<file path="src/rtl/hazard_scoreboard.sv">
// ---------------------------------------------------------------------------
// hazard_scoreboard
//   Register scoreboard and issue controller for the decode stage. Each of
//   x1..x31 has a 3-bit countdown to its register-file write. The decoded
//   instruction is held (stall) while any source it reads is not yet
//   readable (RAW), or while its destination still has an older write in
//   flight (WAW).
//
// Parameters
//   ALU_LAT    issue-to-writeback latency of normal ops (1..7)
//   LONG_LAT   issue-to-writeback latency when i_long_op=1 (1..7)
//   WB_BYPASS  1: the register file writes through, so a source is ready at cnt<=1
//              0: a source is ready only at cnt==0
//   CNT_W      width of the saturating stall counter
//
// Ports
//   i_clk, i_rst       rising-edge clock, asynchronous active-high reset
//   i_issue_valid      decode holds a valid instruction
//   i_reg_num_1/2      rs1/rs2 indices; i_use_rs_1/2 qualify them
//   i_rd_num, i_rd_we  destination index and write enable
//   i_long_op          selects LONG_LAT instead of ALU_LAT
//   stall              combinational: hold decode/fetch and inject a bubble
//   issue              combinational: i_issue_valid & ~stall
//   busy_mask          registered: bit r = (cnt[r] != 0); bit 0 is always 0
//   stall_cnt          registered: saturating count of stalled cycles
// ---------------------------------------------------------------------------
module hazard_scoreboard #(
    parameter int ALU_LAT   = 3,
    parameter int LONG_LAT  = 5,
    parameter int WB_BYPASS = 1,
    parameter int CNT_W     = 32
) (
    input  logic             i_clk,
    input  logic             i_rst,
    input  logic             i_issue_valid,
    input  logic [4:0]       i_reg_num_1,
    input  logic [4:0]       i_reg_num_2,
    input  logic             i_use_rs_1,
    input  logic             i_use_rs_2,
    input  logic [4:0]       i_rd_num,
    input  logic             i_rd_we,
    input  logic             i_long_op,
    output logic             stall,
    output logic             issue,
    output logic [31:0]      busy_mask,
    output logic [CNT_W-1:0] stall_cnt
);

    localparam logic [2:0] ALU_LAT_C  = 3'(ALU_LAT);
    localparam logic [2:0] LONG_LAT_C = 3'(LONG_LAT);

    // Entry 0 exists only to keep indexing simple; it is held at zero.
    logic [31:0][2:0]  r_cnt;
    logic [31:0]       r_busy;
    logic [CNT_W-1:0]  r_stall_cnt;

    logic [31:0][2:0]  w_cnt_nxt;
    logic [31:0]       w_busy_nxt;
    logic [2:0]        w_lat;
    logic              w_raw;
    logic              w_waw;
    logic              w_stall;
    logic              w_issue;

    // A source is readable when it is x0 or its pending write lands in time.
    function automatic logic f_ready(input logic [4:0] r, input logic [2:0] c);
        logic ok;
        if (r == 5'd0) begin
            ok = 1'b1;
        end else if (WB_BYPASS != 0) begin
            ok = (c <= 3'd1);
        end else begin
            ok = (c == 3'd0);
        end
        return ok;
    endfunction

    // Hazard detection against pre-issue counts, and next-state counters.
    always_comb begin
        w_raw      = 1'b0;
        w_waw      = 1'b0;
        w_stall    = 1'b0;
        w_issue    = 1'b0;
        w_lat      = ALU_LAT_C;
        w_cnt_nxt  = '0;
        w_busy_nxt = 32'd0;

        w_raw = (i_use_rs_1 & ~f_ready(i_reg_num_1, r_cnt[i_reg_num_1]))
              | (i_use_rs_2 & ~f_ready(i_reg_num_2, r_cnt[i_reg_num_2]));
        // WAW waits for full retirement, independent of write-through.
        w_waw   = i_rd_we & (i_rd_num != 5'd0) & (r_cnt[i_rd_num] != 3'd0);
        w_stall = i_issue_valid & (w_raw | w_waw);
        w_issue = i_issue_valid & ~w_stall;

        if (i_long_op) begin
            w_lat = LONG_LAT_C;
        end else begin
            w_lat = ALU_LAT_C;
        end

        for (int r = 1; r < 32; r++) begin
            // A new write's load wins over the decrement; WAW ensures old cnt was 0.
            if (w_issue && i_rd_we && (i_rd_num == 5'(r))) begin
                w_cnt_nxt[r] = w_lat;
            end else if (r_cnt[r] != 3'd0) begin
                w_cnt_nxt[r] = r_cnt[r] - 3'd1;
            end else begin
                w_cnt_nxt[r] = 3'd0;
            end
            w_busy_nxt[r] = (w_cnt_nxt[r] != 3'd0);
        end
    end

    // Counter array and the busy mask that mirrors it.
    always_ff @(posedge i_clk or posedge i_rst) begin
        if (i_rst) begin
            r_cnt  <= '0;
            r_busy <= 32'd0;
        end else begin
            r_cnt  <= w_cnt_nxt;
            r_busy <= w_busy_nxt;
        end
    end

    // Saturating count of stalled cycles.
    always_ff @(posedge i_clk or posedge i_rst) begin
        if (i_rst) begin
            r_stall_cnt <= '0;
        end else if (w_stall && (r_stall_cnt != {CNT_W{1'b1}})) begin
            r_stall_cnt <= r_stall_cnt + CNT_W'(1);
        end else begin
            r_stall_cnt <= r_stall_cnt;
        end
    end

    assign stall     = w_stall;
    assign issue     = w_issue;
    assign busy_mask = r_busy;
    assign stall_cnt = r_stall_cnt;

endmodule

</file>
<file path="config.mk">
export PLATFORM = sky130hd
export DESIGN_NAME = hazard_scoreboard
export DESIGN_NICKNAME = d
export VERILOG_FILES = /design/src/rtl/hazard_scoreboard.sv
export SDC_FILE = /design/constraint.sdc
export NUM_CORES = 1
export LEC_CHECK = 0
export CORE_MARGIN = 2
export CORE_UTILIZATION = 51
export CTS_BUF_LIST = sky130_fd_sc_hd__clkbuf_16
export DETAILED_ROUTE_END_ITERATION = 16
export PLACE_DENSITY = 0.72
export SLEW_MARGIN = 20
export SYNTH_ARGS = -nofsm -noshare
export SYNTH_HDL_FRONTEND = slang
export SYNTH_SLANG_ARGS = --single-unit
</file>
<file path="constraint.sdc">
create_clock -name i_clk -period 7.15 [get_ports i_clk]
set_clock_uncertainty 0.05 [all_clocks]
set_input_delay 1.43 -clock i_clk [delete_from_list [all_inputs] [get_ports i_clk]]
set_output_delay 1.43 -clock i_clk [all_outputs]
set_load 0.01 [all_outputs]
</file>
# Word-level counts from Yosys, hierarchy flattened
# Cells that the tools add are included.
totals:
  out_inout_bits: 66
  word_cells: 283
  ff_bits: 156
  in_bits: 22
op_classes:
  bitwise: 11
  reduce_logical: 99
  add_sub_neg: 32
  n_lt_le_gt_ge: 5
  n_eq_ne: 32
  muxes: 71
ops:
  columns: ["operator", "count"]
  rows:
  - ["3-bit two-way mux", 66]
  - ["3-bit nonzero test", 63]
  - ["3-bit by 1-bit subtractor with 3-bit output (second input constant)", 31]
  - ["5-bit == test (second input constant)", 16]
  - ["3-bit binary-select mux with 5-bit select", 3]
  - ["5-bit by 4-bit == test with 1-bit output (second input constant)", 8]
  - ["1-bit logical AND", 33]
  - ["32-bit by 1-bit adder with 32-bit output (second input constant)", 1]
  - ["32-bit != test (second input constant)", 1]
  - ["5-bit by 3-bit == test with 1-bit output (second input constant)", 4]
  - ["5-bit by 6-bit less-than comparator with 1-bit output (second input constant)", 3]
  - ["5-bit by 2-bit == test with 1-bit output (second input constant)", 2]
  - ["5-bit logical NOT", 2]
  - ["1-bit bitwise AND", 6]
  - ["3-bit by 1-bit <= comparator with 1-bit output (second input constant)", 2]
  - ["5-bit by 1-bit == test with 1-bit output (second input constant)", 1]
  - ["5-bit nonzero test", 1]
  - ["1-bit NOT", 3]
  - ["1-bit two-way mux", 2]
  - ["1-bit bitwise OR", 2]

# Depth between registers and ports, before layout
logic_depth:
  word_depth: 15
  depth_mapped: 13
  depth_no_buf: 8

# Least setup slack after synthesis
# Ideal clock, no wire load.
synth_path:
  path_type: "input to output"
  from: "input i_reg_num_2[0]"
  to: "output stall"
  required_time_ps: 5670
  path_buffers: 2
  setup_slack_ps: 2451
  arrival_ps: 3219
  path_stages: 7
  path_cell_list: "buf_6 -> mux4_2 -> mux4_2 -> nand3b_4 -> o221a_4 -> a21boi_1 -> buf_2"
synth_between:
  elab_chain_cells: 9
  word_cells_on_any_way: 10
  classes_between: "order compare: 1; mux: 3; bitwise: 5; reduce/logical: 1"
synth_rtl:
  columns: ["item", "line", "rtl"]
  rows:
  - ["start: declaration", "37", "input logic [4:0] i_reg_num_2,"]
  - ["3-bit binary-select mux with 5-bit select", "89", "| (i_use_rs_2 & ~f_ready(i_reg_num_2, r_cnt[i_reg_num_2]));"]
  - ["3-bit two-way mux (not written as such)", "89", null]
  - ["3-bit by 1-bit <= comparator with 1-bit output", "71", "ok = (c <= 3'd1);"]
  - ["1-bit two-way mux (*)", "68", "if (r == 5'd0) begin"]
  - ["1-bit NOT (*)", "89", null]
  - ["1-bit bitwise AND (*)", "89", null]
  - ["1-bit bitwise OR (*)", "89", null]
  - ["1-bit bitwise OR (*)", "92", "w_stall = i_issue_valid & (w_raw | w_waw);"]
  - ["1-bit bitwise AND (*)", "92", null]
  - ["end: declaration", "43", "output logic stall,"]
# Every way passes the cells marked *; elsewhere a longest branch is shown, timed or not. The select of a mux whose other input is x is not followed.

# Worst setup path after layout
layout_path:
  from: "input i_rd_num[0]"
  to: "output stall"
layout_between:
  elab_chain_cells: 6
  word_cells_on_any_way: 8
  classes_between: "mux: 2; bitwise: 4; reduce/logical: 2"
layout_rtl:
  columns: ["item", "line", "rtl"]
  rows:
  - ["start: declaration", "40", "input logic [4:0] i_rd_num,"]
  - ["3-bit binary-select mux with 5-bit select", "91", "w_waw = i_rd_we & (i_rd_num != 5'd0) & (r_cnt[i_rd_num] != 3'd0);"]
  - ["3-bit two-way mux (not written as such)", "91", null]
  - ["3-bit nonzero test", "91", null]
  - ["1-bit bitwise AND (*)", "91", null]
  - ["1-bit bitwise OR (*)", "92", null]
  - ["1-bit bitwise AND (*)", "92", null]
# Marks and branches as above.

==> flow_metrics.env <==
export IMPL_status="completed"
export IMPL_whs_path_depth=1
export IMPL_wl_per_cell_um=18.69
export IMPL_multi_input_area_mm2=0.004746
export IMPL_crit_path_frequent_cell="clkdlybuf4s50_1"
export IMPL_finalHoldViolations=0
export IMPL_syn_area_mm2=0.009128
export IMPL_ant_nets=0
export IMPL_ys_flop_type="dfrtp_1"
export IMPL_p_comb_share_pct=21.9
export IMPL_die_area_mm2=0.01898
export IMPL_rsz0062_at_grt="no"
export IMPL_cts_max_level=4
export IMPL_grt_pass1_vias=7038
export IMPL_clk_pin_slew_ns=0.07
export IMPL_place_gp_congestion=0.9104
export IMPL_fin_crit_ns=5.936
export IMPL_placeableCoreArea_mm2=0.01742
export IMPL_grt_pass1_wl_mm=37.06
export IMPL_finalNonFillerCells=1239
export IMPL_max_stage_delay_ns=0.77
export IMPL_first_pass_iters=6
export IMPL_arrival_ns=4.46
export IMPL_synth_nets=1013
export IMPL_ir_drop_v=0.0001733
export IMPL_dpl_cell_count=1206
export IMPL_seqPwrFrac_pct=43.5
export IMPL_pwr_share_clk_pct=34.6
export IMPL_synth_edf_count=0
export IMPL_cts_setup_buffers=0
export IMPL_drtIter0Drc=600
export IMPL_max_freq_ghz=0.1685
export IMPL_cp_cell_sequence="clkdlybuf4s50_1 > nand2b_1 > nor4_1 > or4_1 > nand4_1 > o2111ai_2 > a21boi_2 > clkdlybuf4s50_1"
export IMPL_power_density_mw_per_mm2=236.6
export IMPL_crit_path_start_kind="input port"
export IMPL_layout_drive_gt1_share_pct=9.970
export IMPL_end_kind="output port"
export IMPL_crit_path_top_delay_cell="clkdlybuf4s50_1"
export IMPL_clkLatencyLatePin_ns=0.43
export IMPL_synthCells=928
export IMPL_die_h_um=137.8
export IMPL_yosysSeqAreaShare_pct=42.77
export IMPL_ys_ff_latch=156
export IMPL_crit_required_ns=5.67
export IMPL_r2r_start="r_cnt[86]"
export IMPL_cap_viol_max_count=0
export IMPL_layout_nets=1085
export IMPL_area_growth_pct=16.96
export IMPL_start_util_pct=52.41
export IMPL_seq_area_mm2=0.003904
export IMPL_antenna_found_initial=1
export IMPL_r2r_end="busy_mask[26]"
export IMPL_synthArstFlopShare_pct=100.0
export IMPL_cts_buffer_depth=2
export IMPL_grt_util_all_layers_pct=25.27
export IMPL_clock_sinks=156
export IMPL_regToRegSetupSlack_ns=3.38
export IMPL_path_class="input port to output port"
export IMPL_slew_violations=0
export IMPL_grt_overflow=0
export IMPL_ys_types=67
export IMPL_avgViaCountPerCell=5.954
export IMPL_grt_max_degree=100
export IMPL_hold_path_class="flip-flop to flip-flop"
export IMPL_cts_resized=0
export IMPL_p_leak_nw=4.932
export IMPL_hpwl_mm=16.39
export IMPL_drc_errors=0
export IMPL_p_sw_share_pct=31.32
export IMPL_finalSetupViolCount=0
export IMPL_maxSlewHeadroom_pct=36.25
export IMPL_internal_power_w=0.001735
export IMPL_ctsHoldBuffers=0
export IMPL_avgSynthCellArea_um2=9.836
export IMPL_hp_start="stall_cnt[17]"
export IMPL_die_x_um=137.8
export IMPL_clockRootBuffer="clkbuf_16"
export IMPL_portBuffers=86
export IMPL_tightestPinTransition_ns=0.9518
export IMPL_io_pin_count=88
export IMPL_cts_inserted_buffers=17
export IMPL_period_share_pct=83.02
export IMPL_ys_warn_count=0
export IMPL_reg2reg_depth=8
export IMPL_p_switching_w=0.0007910
export IMPL_drt_total_wl_mm=23.16
export IMPL_crit_fanout=13
export IMPL_power_total_w=0.002526
export IMPL_tns_ns=0
export IMPL_dr_total_vias=7377
export IMPL_min_to="stall_cnt[17]"
export IMPL_cts_tree="done"
export IMPL_num_fill_cells=1418
export IMPL_fp_row_count=48
## worst max-delay path by stage
stage                              start            end  slack [ns]  cells past startpoint
after floorplan                    i_rst  busy_mask[10]        1.46                      1
after global placement    i_reg_num_2[0]          stall        1.24                      7
after detailed placement  i_reg_num_2[0]          stall        1.22                      7
after CTS                 i_reg_num_2[0]          stall        1.22                      7
after global routing         i_rd_num[0]          stall        1.04                      8
final                        i_rd_num[0]          stall        1.21                      8
## logic make-up after synthesis
logic type	share of synthesized area, %
compound gates	12.80
xor+xnor	2.975
fa+ha+maj	8.636
buf+inv	5.278
flops	42.77
mux	7.046
other cells	0.04108
simple gates	20.45
## power groups by stage
| stage | registers, W | logic [W] | clock network [W] |
|---|---|---|---|
| floorplan | 0.00112 | 0.000295 | 0 |
| global placement | 0.00111 | 0.000536 | 0 |
| detailed placement | 0.00111 | 0.000552 | 0 |
| CTS | 0.00110 | 0.000555 | 0.000889 |
| global route | 0.00111 | 0.000615 | 0.000920 |
| finish | 0.00110 | 0.000553 | 0.000875 |
## flip-flops by register name, summed over array words and instances, names as in the netlist
name	flops
busy_mask	31
r_cnt	93
stall_cnt	32
## through the flow
stage	utilization, %	cell area [um^2]	hold WS [ns]	setup WS [ns]
after floorplan	-	9128	0.4368	1.463
after global routing	61.29	10680	0.4613	1.036
after detailed placement	58.07	10110	0.4283	1.221
final	61.29	10680	0.4333	1.214
after CTS	61.28	10670	0.4419	1.221
after global placement	58.07	10110	0.4240	1.235
## routing by layer
metal  GRT usage [%]  vias to the layer above  wire [um]
li1                -                     3444          -
met1           33.63                     3617      10120
met2           41.24                      271      11160
met3           4.709                       45       1261
met4           9.354                        0        610
met5               0                        -          0
## Yosys cell counts (10+ instances only)
master    instances  share of area [%]
mux2_2           25                3.1
clkbuf_1         19               0.78
o31ai_1          16                1.3
nand2b_1         36                2.5
a211oi_1         16                1.3
o221ai_1         14                1.3
nor2_1           69                2.8
ha_1             63                8.6
or2_2            12               0.82
o22ai_1          16                1.1
nand3_1          18               0.99
and3_1           14               0.96
and2_1           20                1.4
a21oi_1          50                2.7
xnor2_1          31                3.0
nand2_1          51                2.1
nor3_1           49                2.7
buf_2            14               0.77
mux4_2           10                2.5
o21ai_0          31                1.7
nor4_1           14               0.96
inv_1            69                2.8
dfrtp_1         156                 43
nand4_1          15                1.0
or3_1            14               0.96
## worst max-delay path: cells and delay by family
kind	cells	cell delay, ns
buffers and inverters	2	1.35
AND/OR/NAND/NOR	4	1.20
AO/OA/AOI/OAI	2	0.46
## cell type report
class / instances / share of cell area (%)
timing repair buffer: 93 / 8.556
clock inverter: 15 / 1.242
multi-input combinational: 662 / 44.46
antenna: 1 / 0.02344
clock buffer: 17 / 3.985
inverter: 70 / 2.532
sequential: 156 / 36.57
tap: 225 / 2.637
## cells in the final DEF, fill, tap and decap left out, types with 15 or more instances in the layout
cell type,n
nor2_1,69
a21oi_1,50
and2_1,20
o31ai_1,16
ha_1,63
mux2_2,25
nand4_1,15
clkbuf_16,17
clkdlybuf4s50_1,86
o22ai_1,16
nor3_1,49
nand2b_1,36
a211oi_1,16
nand3_1,18
o21ai_0,31
inv_1,68
nand2_1,51
dfrtp_1,156
xnor2_1,31
Power figures use the tool's default switching activity.
